`src/rtl/cdb_arb_if.sv`:
```
// Common-data-bus arbiter port bundle: producer results, flush/enable, and the registered broadcast.
// Widths must match the parameters given to cdb_arb.
interface cdb_arb_if #(
   parameter int unsigned ROB_ADD_W = 4,
   parameter int unsigned REG_DAT_W = 32
);
   logic                 en;
   logic                 iMp;
   logic                 iEX_En;
   logic [ROB_ADD_W-1:0] iEX_Qd;
   logic [REG_DAT_W-1:0] iEX_Vd;
   logic [REG_DAT_W-1:0] iEX_Jt;
   logic                 iLSB_En;
   logic [ROB_ADD_W-1:0] iLSB_Qd;
   logic [REG_DAT_W-1:0] iLSB_Vd;
   logic                 oEX_Full;
   logic                 oLSB_Full;
   logic                 oCDB_En;
   logic [ROB_ADD_W-1:0] oCDB_Qd;
   logic [REG_DAT_W-1:0] oCDB_Vd;
   logic [REG_DAT_W-1:0] oCDB_Jt;
   logic                 oOvf;

   modport master (
      output en, iMp,
      output iEX_En, iEX_Qd, iEX_Vd, iEX_Jt,
      output iLSB_En, iLSB_Qd, iLSB_Vd,
      input  oEX_Full, oLSB_Full,
      input  oCDB_En, oCDB_Qd, oCDB_Vd, oCDB_Jt, oOvf
   );

   modport slave (
      input  en, iMp,
      input  iEX_En, iEX_Qd, iEX_Vd, iEX_Jt,
      input  iLSB_En, iLSB_Qd, iLSB_Vd,
      output oEX_Full, oLSB_Full,
      output oCDB_En, oCDB_Qd, oCDB_Vd, oCDB_Jt, oOvf
   );
endinterface

```
`src/rtl/cdb_arb.sv`:
```
// Round-robin arbiter between the ALU and load/store buffer onto a single registered CDB,
// with a QD-deep holding FIFO per producer and a misprediction flush.
module cdb_arb #(
   parameter int unsigned QD        = 2,
   parameter int unsigned ROB_ADD_W = 4,
   parameter int unsigned REG_DAT_W = 32
) (
   input logic       clk,
   input logic       rst,
   cdb_arb_if.slave  bus
);

   localparam int unsigned PW = (QD > 1) ? $clog2(QD) : 1;
   localparam int unsigned CW = $clog2(QD + 1);

   typedef enum logic {
      SRC_EX  = 1'b0,
      SRC_LSB = 1'b1
   } src_e;

   typedef struct packed {
      logic [ROB_ADD_W-1:0] qd;
      logic [REG_DAT_W-1:0] vd;
      logic [REG_DAT_W-1:0] jt;
   } ent_t;

   // Index 0 is the ALU FIFO, index 1 the LSB FIFO.
   ent_t          mem [2][QD];
   logic [PW-1:0] head [2];
   logic [PW-1:0] tail [2];
   logic [CW-1:0] cnt  [2];
   src_e          last;
   logic          cdb_en;
   ent_t          cdb;
   logic          ovf;

   ent_t          in_ent [2];
   logic          in_v   [2];
   ent_t          cand   [2];
   logic          cand_v [2];
   logic          take   [2];
   logic          pop    [2];
   logic          push   [2];
   logic          drop   [2];
   logic          full   [2];
   logic          active;
   logic          gnt_v;
   src_e          gnt;
   ent_t          gnt_ent;

   function automatic logic [PW-1:0] ptr_inc(input logic [PW-1:0] p);
      return (p == PW'(QD - 1)) ? '0 : p + 1'b1;
   endfunction

   always_comb begin
      in_ent[0] = '{qd: bus.iEX_Qd,  vd: bus.iEX_Vd,  jt: bus.iEX_Jt};
      in_ent[1] = '{qd: bus.iLSB_Qd, vd: bus.iLSB_Vd, jt: '0};
      in_v[0]   = bus.iEX_En  && (bus.iEX_Qd  != '0);
      in_v[1]   = bus.iLSB_En && (bus.iLSB_Qd != '0);
      active    = bus.en && !bus.iMp;

      for (int unsigned p = 0; p < 2; p++) begin
         full[p]   = (cnt[p] == CW'(QD));
         cand_v[p] = (cnt[p] != '0) || in_v[p];
         cand[p]   = (cnt[p] != '0) ? mem[p][head[p]] : in_ent[p];
      end

      gnt_v = active && (cand_v[0] || cand_v[1]);
      if (cand_v[0] && cand_v[1])
         gnt = (last == SRC_LSB) ? SRC_EX : SRC_LSB;
      else if (cand_v[0])
         gnt = SRC_EX;
      else
         gnt = SRC_LSB;
      gnt_ent = (gnt == SRC_LSB) ? cand[1] : cand[0];

      take[0] = gnt_v && (gnt == SRC_EX);
      take[1] = gnt_v && (gnt == SRC_LSB);

      // A granted input bypasses an empty FIFO; a non-empty FIFO always enqueues to keep order.
      for (int unsigned p = 0; p < 2; p++) begin
         pop[p]  = take[p] && (cnt[p] != '0);
         push[p] = active && in_v[p] && ((cnt[p] != '0) || !take[p]) && (!full[p] || pop[p]);
         drop[p] = active && in_v[p] && full[p] && !pop[p];
      end
   end

   always_ff @(posedge clk) begin
      if (rst) begin
         for (int unsigned p = 0; p < 2; p++) begin
            head[p] <= '0;
            tail[p] <= '0;
            cnt[p]  <= '0;
         end
         last   <= SRC_LSB;
         cdb_en <= 1'b0;
         cdb    <= '0;
         ovf    <= 1'b0;
      end else if (!bus.en) begin
         cdb_en <= 1'b0;
      end else if (bus.iMp) begin
         for (int unsigned p = 0; p < 2; p++) begin
            head[p] <= '0;
            tail[p] <= '0;
            cnt[p]  <= '0;
         end
         cdb_en <= 1'b0;
      end else begin
         cdb_en <= gnt_v;
         if (gnt_v) begin
            cdb  <= gnt_ent;
            last <= gnt;
         end
         for (int unsigned p = 0; p < 2; p++) begin
            if (pop[p])
               head[p] <= ptr_inc(head[p]);
            if (push[p])
               tail[p] <= ptr_inc(tail[p]);
            if (push[p] && !pop[p])
               cnt[p] <= cnt[p] + 1'b1;
            else if (pop[p] && !push[p])
               cnt[p] <= cnt[p] - 1'b1;
         end
         if (drop[0] || drop[1])
            ovf <= 1'b1;
      end
   end

   // Entry storage carries no reset; validity is tracked by the counts alone.
   always_ff @(posedge clk) begin
      for (int unsigned p = 0; p < 2; p++) begin
         if (push[p])
            mem[p][tail[p]] <= in_ent[p];
      end
   end

   assign bus.oEX_Full  = full[0];
   assign bus.oLSB_Full = full[1];
   assign bus.oCDB_En   = cdb_en;
   assign bus.oCDB_Qd   = cdb.qd;
   assign bus.oCDB_Vd   = cdb.vd;
   assign bus.oCDB_Jt   = cdb.jt;
   assign bus.oOvf      = ovf;

endmodule
```
`src/flat_wrapper.sv`:
```
// flat-port wrapper written by rule: the top's interface ports become plain ports
module cdb_arb_flat 
#(
   parameter int unsigned QD        = 2,
   parameter int unsigned ROB_ADD_W = 4,
   parameter int unsigned REG_DAT_W = 32
)
  (clk, rst, bus_en, bus_iMp, bus_iEX_En, bus_iEX_Qd, bus_iEX_Vd, bus_iEX_Jt, bus_iLSB_En, bus_iLSB_Qd, bus_iLSB_Vd, bus_oEX_Full, bus_oLSB_Full, bus_oCDB_En, bus_oCDB_Qd, bus_oCDB_Vd, bus_oCDB_Jt, bus_oOvf);
  cdb_arb_if #(.ROB_ADD_W(ROB_ADD_W), .REG_DAT_W(REG_DAT_W)) bus_i ();
  input logic clk;
  input logic rst;
  input wire logic [$bits(bus_i.en)-1:0] bus_en;
  input wire logic [$bits(bus_i.iMp)-1:0] bus_iMp;
  input wire logic [$bits(bus_i.iEX_En)-1:0] bus_iEX_En;
  input wire logic [$bits(bus_i.iEX_Qd)-1:0] bus_iEX_Qd;
  input wire logic [$bits(bus_i.iEX_Vd)-1:0] bus_iEX_Vd;
  input wire logic [$bits(bus_i.iEX_Jt)-1:0] bus_iEX_Jt;
  input wire logic [$bits(bus_i.iLSB_En)-1:0] bus_iLSB_En;
  input wire logic [$bits(bus_i.iLSB_Qd)-1:0] bus_iLSB_Qd;
  input wire logic [$bits(bus_i.iLSB_Vd)-1:0] bus_iLSB_Vd;
  output wire logic [$bits(bus_i.oEX_Full)-1:0] bus_oEX_Full;
  output wire logic [$bits(bus_i.oLSB_Full)-1:0] bus_oLSB_Full;
  output wire logic [$bits(bus_i.oCDB_En)-1:0] bus_oCDB_En;
  output wire logic [$bits(bus_i.oCDB_Qd)-1:0] bus_oCDB_Qd;
  output wire logic [$bits(bus_i.oCDB_Vd)-1:0] bus_oCDB_Vd;
  output wire logic [$bits(bus_i.oCDB_Jt)-1:0] bus_oCDB_Jt;
  output wire logic [$bits(bus_i.oOvf)-1:0] bus_oOvf;
  assign bus_i.en = bus_en;
  assign bus_i.iMp = bus_iMp;
  assign bus_i.iEX_En = bus_iEX_En;
  assign bus_i.iEX_Qd = bus_iEX_Qd;
  assign bus_i.iEX_Vd = bus_iEX_Vd;
  assign bus_i.iEX_Jt = bus_iEX_Jt;
  assign bus_i.iLSB_En = bus_iLSB_En;
  assign bus_i.iLSB_Qd = bus_iLSB_Qd;
  assign bus_i.iLSB_Vd = bus_iLSB_Vd;
  assign bus_oEX_Full = bus_i.oEX_Full;
  assign bus_oLSB_Full = bus_i.oLSB_Full;
  assign bus_oCDB_En = bus_i.oCDB_En;
  assign bus_oCDB_Qd = bus_i.oCDB_Qd;
  assign bus_oCDB_Vd = bus_i.oCDB_Vd;
  assign bus_oCDB_Jt = bus_i.oCDB_Jt;
  assign bus_oOvf = bus_i.oOvf;
  cdb_arb #(.QD(QD), .ROB_ADD_W(ROB_ADD_W), .REG_DAT_W(REG_DAT_W)) u_core (.clk(clk), .rst(rst), .bus(bus_i));
endmodule
```
`config.mk`:
```
export PLATFORM = sky130hd
export DESIGN_NAME = cdb_arb_flat
export DESIGN_NICKNAME = d
export VERILOG_FILES = /design/src/rtl/cdb_arb_if.sv /design/src/rtl/cdb_arb.sv /design/src/flat_wrapper.sv
export SDC_FILE = /design/constraint.sdc
export NUM_CORES = 1
export LEC_CHECK = 0
export ABC_CLOCK_PERIOD_IN_PS = 8500
export CAP_MARGIN = 15
export CORE_MARGIN = 4
export CORE_UTILIZATION = 40
export DETAILED_ROUTE_END_ITERATION = 6
export SETUP_SLACK_MARGIN = 0.1
export SYNTH_ARGS = -nofsm -noshare
export SYNTH_HDL_FRONTEND = slang
export SYNTH_SLANG_ARGS = --single-unit
```
`constraint.sdc`:
```
create_clock -name clk -period 8.5 [get_ports clk]
set_input_delay 1.7 -clock clk [delete_from_list [all_inputs] [get_ports clk]]
set_output_delay 1.7 -clock clk [all_outputs]
set_load 0.03 [all_outputs]
```
==> results of run 1 <==
[path summary, 6_finish.rpt]
kind                     startpoint                endpoint  slack (ns)  depth (start not counted)
max                  bus_iLSB_Qd[0]       u_core.mem[0][87]        3.94                          7
max reg2reg        u_core.cnt[0][1]      u_core.mem[0][265]        4.96                          5
min          u_core.bus.oCDB_Jt[19]  u_core.bus.oCDB_Jt[19]        0.51                          2
min reg2reg  u_core.bus.oCDB_Jt[19]  u_core.bus.oCDB_Jt[19]        0.51                          2
[per-layer routing]
metal / GRT usage / up-vias / part of all wire
met2: 0.288 / 173 / 0.49
met1: 0.224 / 3568 / 0.44
li1: - / 3523 / -
met4: 0.0390 / 0 / 0.019
met3: 0.0281 / 38 / 0.049
met5: 0 / - / 0
[placed cells by master (no fill, tap or decap), drive strengths merged, types with 2 or more instances in the layout]
cell           netlist  routed
a221o                2       2
nor4                 3       3
inv                  4       4
nor3                 2       2
nor2                41      41
and3                 2       2
a21o                 2       2
a31oi                2       2
a221oi               2       2
and2                 2       2
nand3                2       2
o21ai               74      74
clkdlybuf4s50        0     180
bufinv               0       3
xor2                 2       2
a21oi               42      42
nor2b                2       2
nor3b                2       2
a22oi              104     104
buf                 28      12
or2                  2       2
clkbuf              31      45
ha                   2       2
mux2                37      37
dfxtp               71      71
nand2b               4       4
edfxtp             216     216
clkinv               0       8
o41ai                2       2
mux2i               68      68
nand2               74      74
[area by class of cell]
type | instances | share of cell area
Sequential cell | 287 | 0.539
Inverter | 4 | 0.00102
Clock inverter | 11 | 0.00853
Clock buffer | 45 | 0.0599
Multi-Input combinational cell | 485 | 0.230
Timing Repair Buffer | 192 | 0.129
Tap cell | 378 | 0.0322
[where the power goes]
group	internal [uW]	switching, uW	total (uW)
Clock	799	509	1310
Sequential	1560	21.6	1580
Combinational	172	238	410
[stage by stage]
| stage | util | total power (uW) | worst slack (ns) | std cells |
|---|---|---|---|---|
| finish | 0.522 | 3300 | 3.94 | 1402 |
| global route | 0.522 | 3430 | 3.82 | 1402 |
| CTS | 0.522 | 3330 | 3.93 | 1402 |
| detailed placement | 0.486 | 2020 | 3.36 | 1346 |
| global placement | 0.486 | 2020 | 3.38 | 1346 |
| floorplan | - | 1850 | 2.22 | 835 |
[Yosys cell counts, drive strengths merged, types with 3 or more instances]
| library cell | instances | area, um2 |
|---|---|---|
| a21oi | 42 | 218 |
| a22oi | 104 | 781 |
| buf | 28 | 155 |
| clkbuf | 31 | 116 |
| dfxtp | 71 | 1420 |
| edfxtp | 216 | 6490 |
| inv | 4 | 15.0 |
| mux2 | 37 | 420 |
| mux2i | 68 | 681 |
| nand2 | 74 | 278 |
| nand2b | 4 | 25.0 |
| nor2 | 41 | 154 |
| nor4 | 3 | 25.0 |
| o21ai | 74 | 374 |
[sequential cells by signal, summed over array words and instances, names as in the netlist, 2 cells and up]
name,count
u_core.mem,208
u_core.bus.oCDB_Qd,4
u_core.head,2
u_core.bus.oCDB_Vd,32
u_core.bus.oCDB_Jt,32
u_core.cnt,4
u_core.tail,2
[worst max-delay path, stage by stage]
cell and delay, ns:
clkdlybuf4s50_1 0.50, or4_4 0.61, mux2_4 0.33, a221oi_4 0.29
nand2_1 0.16, nor2_4 0.35, buf_4 0.74
[cell families after synthesis]
kind of cell,count (synthesis),share of synthesized area
DFF,287,0.686
and+or+nand+nor,140,0.0534
xor gates and xnor gates,2,0.00152
buffers and inverters,63,0.0249
muxes,105,0.0955
AOI/OAI and AO/OA,236,0.137
adders and majority gates,2,0.00217
==> impl_metrics.yaml, run 1 <==
routing:
  drc: 0
  drtIter0Drc: 440
  post_drt_via_cell_ratio: 5.21
  drt-pass1-iter-count: 5
  wl_per_cell_um: 19.6
  detail-route-antenna-nets: 0
  routed_wl_um: 27500
  vias: 7302
placed_design:
  io_buffers: 181
  place_area_um2: 13700
  place_hpwl_um: 16800
  place_congestion: 0.804
layout:
  final_nets: 1112
  multi_input_area_um2: 3380
  drive_above_1_share: 0.107
  fillers: 2490
  regArea_um2: 7910
  diodes: 0
  fin_area_um2: 14700
  syn2layout_area_growth_pct: 27.2
setup_path:
  worst-path-max-fanout: 56
  cp_data_arrival_time_ns: 4.72
  required_ns: 8.66
  start_kind: "input port"
  critPathKind: "input port to flip-flop"
  end_kind: "flip-flop"
cts:
  clock-sinks: 287
  clk_latency_ns: 0.54
  cts_tree: "yes"
  postCtsResizedCells: 0
  cts.path.max_buffers: 3
  postCtsSetupRepairBufs: 0
  cts_htree_levels: 1
  cts_root_buffer: "clkbuf_16"
  clk_pin_slew_ns: 0.06
  ctsHoldBuffers: 0
  cts-buffers-inserted: 30
grt:
  grt-ovfl-total: 0
  grt.total_usage: 0.168
  grt_start_max_net_pins: 101
  grt_pass1_wl_um: 41800
  antenna_found_initial: 0
  grt_pass1_vias: 7425
pwr:
  power_density_nw_per_um2: 225
  ir_drop_mv: 0.126
  p_leak_uw: 0.00484
worst_hold_path:
  hp-class: "flip-flop to flip-flop"
synthesis:
  yosys_warnings: 0
  synth_edf_count: 216
  synth_cell_types: 49
  syn_inst: 835
  ys_seq_area_frac: 0.686
  avgSynthCellArea_um2: 13.8
  yosys_register_bits: 287
  async_flop_share: 0
  ys.flop_type: "edfxtp_1"
  syn-num-nets: 947
  mappedNetlistArea_um2: 11500
floorplanning:
  num_io_pins: 182
  die_h_um: 178
  num_rows: 61
  start_util: 0.411
  die_area_um2: 31600
  dieWidth_um: 178
  core_area_um2: 28100
timing:
  finalHoldViolations: 0
  worst_hold_slack_ns: 0.509
  skew_ns: 0.00720
  worst_pin_slew_ns: 1.06
  final-max-slew-violation-count: 0
  grt_setup_unrepaired: "false"
  setup-violations-final: 0
  fmax_mhz: 219
  relSlewSlack: 0.297
  final.min_clock_period_ns: 4.56
  setup_tns_ns: 0
  finalCritPeriodShare: 0.536
outcome:
  status: "finished, final reports clean"
run:
  drv_cap: 0
Power figures use the tool's default switching activity.
==> run 2, diff against run 1 <==
--- a/config.mk
+++ b/config.mk
@@ -5,7 +5,7 @@
 export SDC_FILE = /design/constraint.sdc
 export NUM_CORES = 1
 export LEC_CHECK = 0
-export ABC_CLOCK_PERIOD_IN_PS = 8500
+export ABC_CLOCK_PERIOD_IN_PS = 4390
 export CAP_MARGIN = 15
 export CORE_MARGIN = 4
 export CORE_UTILIZATION = 40
==> constraint.sdc (replaced) <==
create_clock -name clk -period 4.39 [get_ports clk]
set_input_delay 0.878 -clock clk [delete_from_list [all_inputs] [get_ports clk]]
set_output_delay 0.878 -clock clk [all_outputs]
set_load 0.03 [all_outputs]
==> run 2 against run 1 <==
Effect of this change: non-clock buffer count increased by 13; die area stayed put; hold slack hardly changed; critical endpoint is now u_core.mem[0][81]; largest power group unchanged.
==> impl_metrics.yaml, run 2 (synthesized netlist as in run 1, its figures left out) <==
routing:
  routed_wl_um: 27800
  wl_per_cell_um: 19.7
  drtIter0Drc: 556
  post_drt_via_cell_ratio: 5.26
  drc: 0
  detail-route-antenna-nets: 0
  vias: 7443
  drt-pass1-iter-count: 5
grt:
  grt_use_met2: 0.285
  grt_pass1_wl_um: 43100
  busiest_layer: "met2"
  grt-ovfl-total: 0
  antenna_found_initial: 0
  grt.total_usage: 0.173
  use_met3: 0.0271
  use_met1: 0.243
  grt_pass1_vias: 7646
  grt_start_max_net_pins: 81
placed_design:
  place_hpwl_um: 18100
  place_congestion: 0.822
  io_buffers: 181
setup_path:
  required_ns: 4.57
  worst-path-max-fanout: 28
  r2r-start: "u_core.cnt[0][0]"
  start_kind: "input port"
  rr_worst_depth: 7
  r2r_slack_ns: 1.72
  critPathKind: "input port to flip-flop"
  cp_data_arrival_time_ns: 3.39
  r2r_end: "u_core.bus.oCDB_Vd[8]"
  end_kind: "flip-flop"
floorplanning:
  start_util: 0.411
  die_area_um2: 31600
  dieWidth_um: 178
  core_area_um2: 28100
  num_rows: 61
  num_io_pins: 182
  die_h_um: 178
cts:
  clk_pin_slew_ns: 0.06
  cts_htree_levels: 1
  clk_latency_ns: 0.54
  ctsHoldBuffers: 0
  clock-sinks: 287
  cts.path.max_buffers: 3
  postCtsSetupRepairBufs: 0
  cts-buffers-inserted: 30
  postCtsResizedCells: 0
  cts_tree: "yes"
  cts_root_buffer: "clkbuf_16"
outcome:
  status: "finished, final reports clean"
timing:
  final-max-slew-violation-count: 0
  final.min_clock_period_ns: 3.22
  skew_ns: 0.0161
  worst_pin_slew_ns: 0.911
  setup-violations-final: 0
  finalHoldViolations: 0
  setup_tns_ns: 0
  relSlewSlack: 0.393
  fmax_mhz: 311
  grt_setup_unrepaired: "false"
  finalCritPeriodShare: 0.732
pwr:
  p_leak_uw: 0.00494
  ir_drop_mv: 0.257
  power.total_uw: 6460
  power_density_nw_per_um2: 435
run:
  drv_cap: 0
layout:
  mostFrequentLayoutCells: "edfxtp_1, clkdlybuf4s50_1, a22oi_1"
  fin_util: 0.529
  largest_reg_flops: 208
  final_nets: 1125
  diodes: 0
  layout_commonest_cell: "edfxtp_1"
  syn2layout_area_growth_pct: 28.8
  drive_above_1_share: 0.122
worst_hold_path:
  min_from: "u_core.bus.oCDB_Jt[19]"
  worstHoldPathCells: 2
  hold_path_end: "u_core.bus.oCDB_Jt[19]"
  hp-class: "flip-flop to flip-flop"
==> run 2: cell types whose count changed in the layout (fill, tap and decap cells not counted), sizes merged <==
cell / delta
clkinv: -2
buf: +13
clkbuf: +2
==> run 2: how the worst max path moves through the flow <==
stage                     cells past startpoint  slack [ns]            endpoint            from
after floorplan                               5        0.48  u_core.mem[0][236]         bus_iMp
after global placement                        7        0.67   u_core.mem[0][81]  bus_iLSB_Qd[0]
after detailed placement                      7        0.63   u_core.mem[0][81]  bus_iLSB_Qd[0]
after CTS                                     7        1.20   u_core.mem[0][81]  bus_iLSB_Qd[0]
after global routing                          7        1.11  u_core.mem[0][118]  bus_iLSB_Qd[0]
final                                         7        1.17   u_core.mem[0][81]  bus_iLSB_Qd[0]
==> run 2: layer usage <==
metal	vias to the layer above	routed length, um
met5	-	0
li1	3557	-
met2	169	13500
met1	3677	12600
met4	0	531
met3	40	1250
==> run 2: layout make-up <==
type                    instances  area (um2)
inverters                       4        15.0
multi-input cells             485        3380
well taps                     378         473
fillers                      2449       13200
repair buffers                205        2040
clock inverters                 9         118
clock buffers                  47         916
flip-flops and latches        287        7910
==> run 2: power breakdown <==
group          total, uW  switching, uW  internal, uW  leakage, uW
sequential          3070           52.1          3010      0.00254
combinational        802            459           342      0.00189
clock               2600            999          1600     0.000510
total               6460           1510          4950      0.00494
==> run 2: worst max-delay path: stages <==
cell	delay, ns
clkdlybuf4s50_1	0.51
or4_4	0.61
mux2_4	0.33
a221oi_4	0.30
nand2_1	0.17
nor2_4	0.14
buf_4	0.43
==> run 2: per-stage QoR <==
step / setup slack, ns / hold WS [ns] / cells / cell area, um2
after floorplan: 0.478 / 0.526 / 835 / 11500
after global placement: 0.673 / 0.493 / 1359 / 13800
after detailed placement: 0.634 / 0.501 / 1359 / 13800
after CTS: 1.20 / 0.515 / 1415 / 14800
after global routing: 1.11 / 0.529 / 1415 / 14800
final: 1.17 / 0.509 / 1415 / 14800
==> run 3, diff against run 2 <==
--- a/config.mk
+++ b/config.mk
@@ -5,7 +5,7 @@
 export SDC_FILE = /design/constraint.sdc
 export NUM_CORES = 1
 export LEC_CHECK = 0
-export ABC_CLOCK_PERIOD_IN_PS = 4390
+export ABC_CLOCK_PERIOD_IN_PS = 2850
 export CAP_MARGIN = 15
 export CORE_MARGIN = 4
 export CORE_UTILIZATION = 40
==> constraint.sdc (replaced) <==
create_clock -name clk -period 2.85 [get_ports clk]
set_input_delay 0.57 -clock clk [delete_from_list [all_inputs] [get_ports clk]]
set_output_delay 0.57 -clock clk [all_outputs]
set_load 0.03 [all_outputs]
==> run 3 against run 2 <==
Effect of this change: critical path depth fell by 4; clock skew fell by 0.0085 ns; final cell count rose by 2.1%; largest cell class unchanged.
==> impl_metrics.yaml, run 3 (synthesized netlist as in run 1, its figures left out) <==
cts:
  clk_pin_slew_ns: 0.06
  cts.path.max_buffers: 3
  cts_tree: "yes"
  cts_root_buffer: "clkbuf_16"
  clk_latency_ns: 0.55
  cts-buffers-inserted: 31
  ctsHoldBuffers: 0
  cts_htree_levels: 1
  clock-sinks: 287
timing:
  finalCritPeriodShare: 0.932
  worst_hold_slack_ns: 0.450
  setup-violations-final: 0
  skew_ns: 0.00761
  finalHoldViolations: 0
  worst_pin_slew_ns: 0.934
  fmax_mhz: 376
  grt_setup_unrepaired: "false"
  final.min_clock_period_ns: 2.66
  relSlewSlack: 0.377
  final-max-slew-violation-count: 0
floorplanning:
  die_h_um: 178
  dieWidth_um: 178
  num_rows: 61
  start_util: 0.411
  core_area_um2: 28100
  die_area_um2: 31600
  num_io_pins: 182
setup_path:
  crit_buf_inv: 2
  critPathKind: "flip-flop to primary output"
  r2r-start: "u_core.cnt[1][0]"
  critical_path.max_stage_delay_ns: 0.73
  required_ns: 2.28
  cp_top_family: "buffers and inverters"
  slowest_stage: "clkdlybuf4s50_1"
  r2r_slack_ns: 0.41
  worst-path-max-fanout: 4
  crit_path_cell_trace: "inv_1, ha_1, clkdlybuf4s50_1"
  end_kind: "primary output"
  cp_data_arrival_time_ns: 2.09
  start_kind: "flip-flop"
  rr_worst_depth: 7
  r2r_end: "u_core.mem[0][265]"
worst_hold_path:
  min_from: "rst"
  hp-class: "input port to flip-flop"
  hold_path_end: "u_core.bus.oCDB_Vd[20]"
  worstHoldPathCells: 2
layout:
  multi_input_area_um2: 3390
  syn2layout_area_growth_pct: 31.8
  fillers: 2391
  mostFrequentLayoutCells: "edfxtp_1, clkdlybuf4s50_1, a22oi_1"
  fin_area_um2: 15200
  layout_commonest_cell: "edfxtp_1"
  final_nets: 1154
  largest_reg_flops: 208
  regArea_um2: 7910
  drive_above_1_share: 0.151
pwr:
  power_density_nw_per_um2: 658
  power.total_uw: 10000
  ir_drop_mv: 0.395
  p_leak_uw: 0.00513
routing:
  routed_wl_um: 28500
  detail-route-antenna-nets: 0
  drtIter0Drc: 536
  wl_per_cell_um: 19.7
  drt-pass1-iter-count: 5
  post_drt_via_cell_ratio: 5.21
  vias: 7527
  drc: 0
grt:
  grt.total_usage: 0.177
  grt_pass1_wl_um: 44200
  grt_pass1_vias: 7731
  antenna_found_initial: 1
  grt_start_max_net_pins: 101
  grt-ovfl-total: 0
outcome:
  status: "finished, final reports clean"
placed_design:
  place_hpwl_um: 18700
  io_buffers: 181
  place_congestion: 0.792
  place_area_um2: 14200
run:
  drv_cap: 0
==> run 3: changes by cell type in the layout (fill, tap and decap cells not counted), sizes merged, moves of 2 or more <==
cell / before / now
buf: 25 / 53
clkbuf: 47 / 42
clkinv: 6 / 9
clkinvlp: 0 / 2
==> run 3: timing repair <==
| item | 4_1_cts | 5_1_grt |
|---|---|---|
| resized for setup | 1 | 2 |
| buffers inserted | 0 | 0 |
| endpoints found under the setup margin | 1 | 66 |
==> run 3: where the power goes <==
group	total (uW)	leakage [uW]	internal, uW	switching (uW)
Combinational	1310	0.00208	580	732
Sequential	4710	0.00254	4640	69.0
Clock	3980	0.000505	2390	1590
==> run 3: worst max-delay path by stage <==
stage | start | end | cells after the start
2_1_floorplan | bus_iLSB_Qd[0] | u_core.mem[0][100] | 5
3_3_place_gp | bus_iLSB_Qd[0] | u_core.mem[0][118] | 7
3_5_place_dp | bus_iLSB_Qd[0] | u_core.mem[0][84] | 7
4_1_cts | u_core.cnt[0][0] | bus_oEX_Full | 2
5_1_grt | u_core.cnt[1][0] | bus_oLSB_Full | 3
6_report | u_core.cnt[1][0] | bus_oLSB_Full | 3
==> run 3: final cells by class <==
cell class / count / share of cell area
sequential: 287 / 0.520
clock inverter: 15 / 0.0104
timing repair buffer: 233 / 0.157
clock buffer: 42 / 0.0570
inverter: 4 / 0.000988
tap: 378 / 0.0311
antenna: 1 / 0.000165
multi-input combinational: 485 / 0.223
==> run 3: routing by layer <==
layer	vias up	routed length (um)	track usage
li1	3614	-	-
met1	3696	12800	0.246
met2	175	13500	0.287
met3	40	1500	0.0332
met4	2	681	0.0500
met5	-	13	0
==> run 3: per-stage QoR <==
step,worst slack (ns),std cells,setup TNS (ns),util
after floorplan,-0.421,835,-45.33,-
after global placement,-0.280,1387,-46.08,0.504
final,0.194,1445,0,0.541
after CTS,0.126,1444,0,0.541
after detailed placement,-0.284,1387,-47.57,0.504
after global routing,0.141,1444,0,0.541
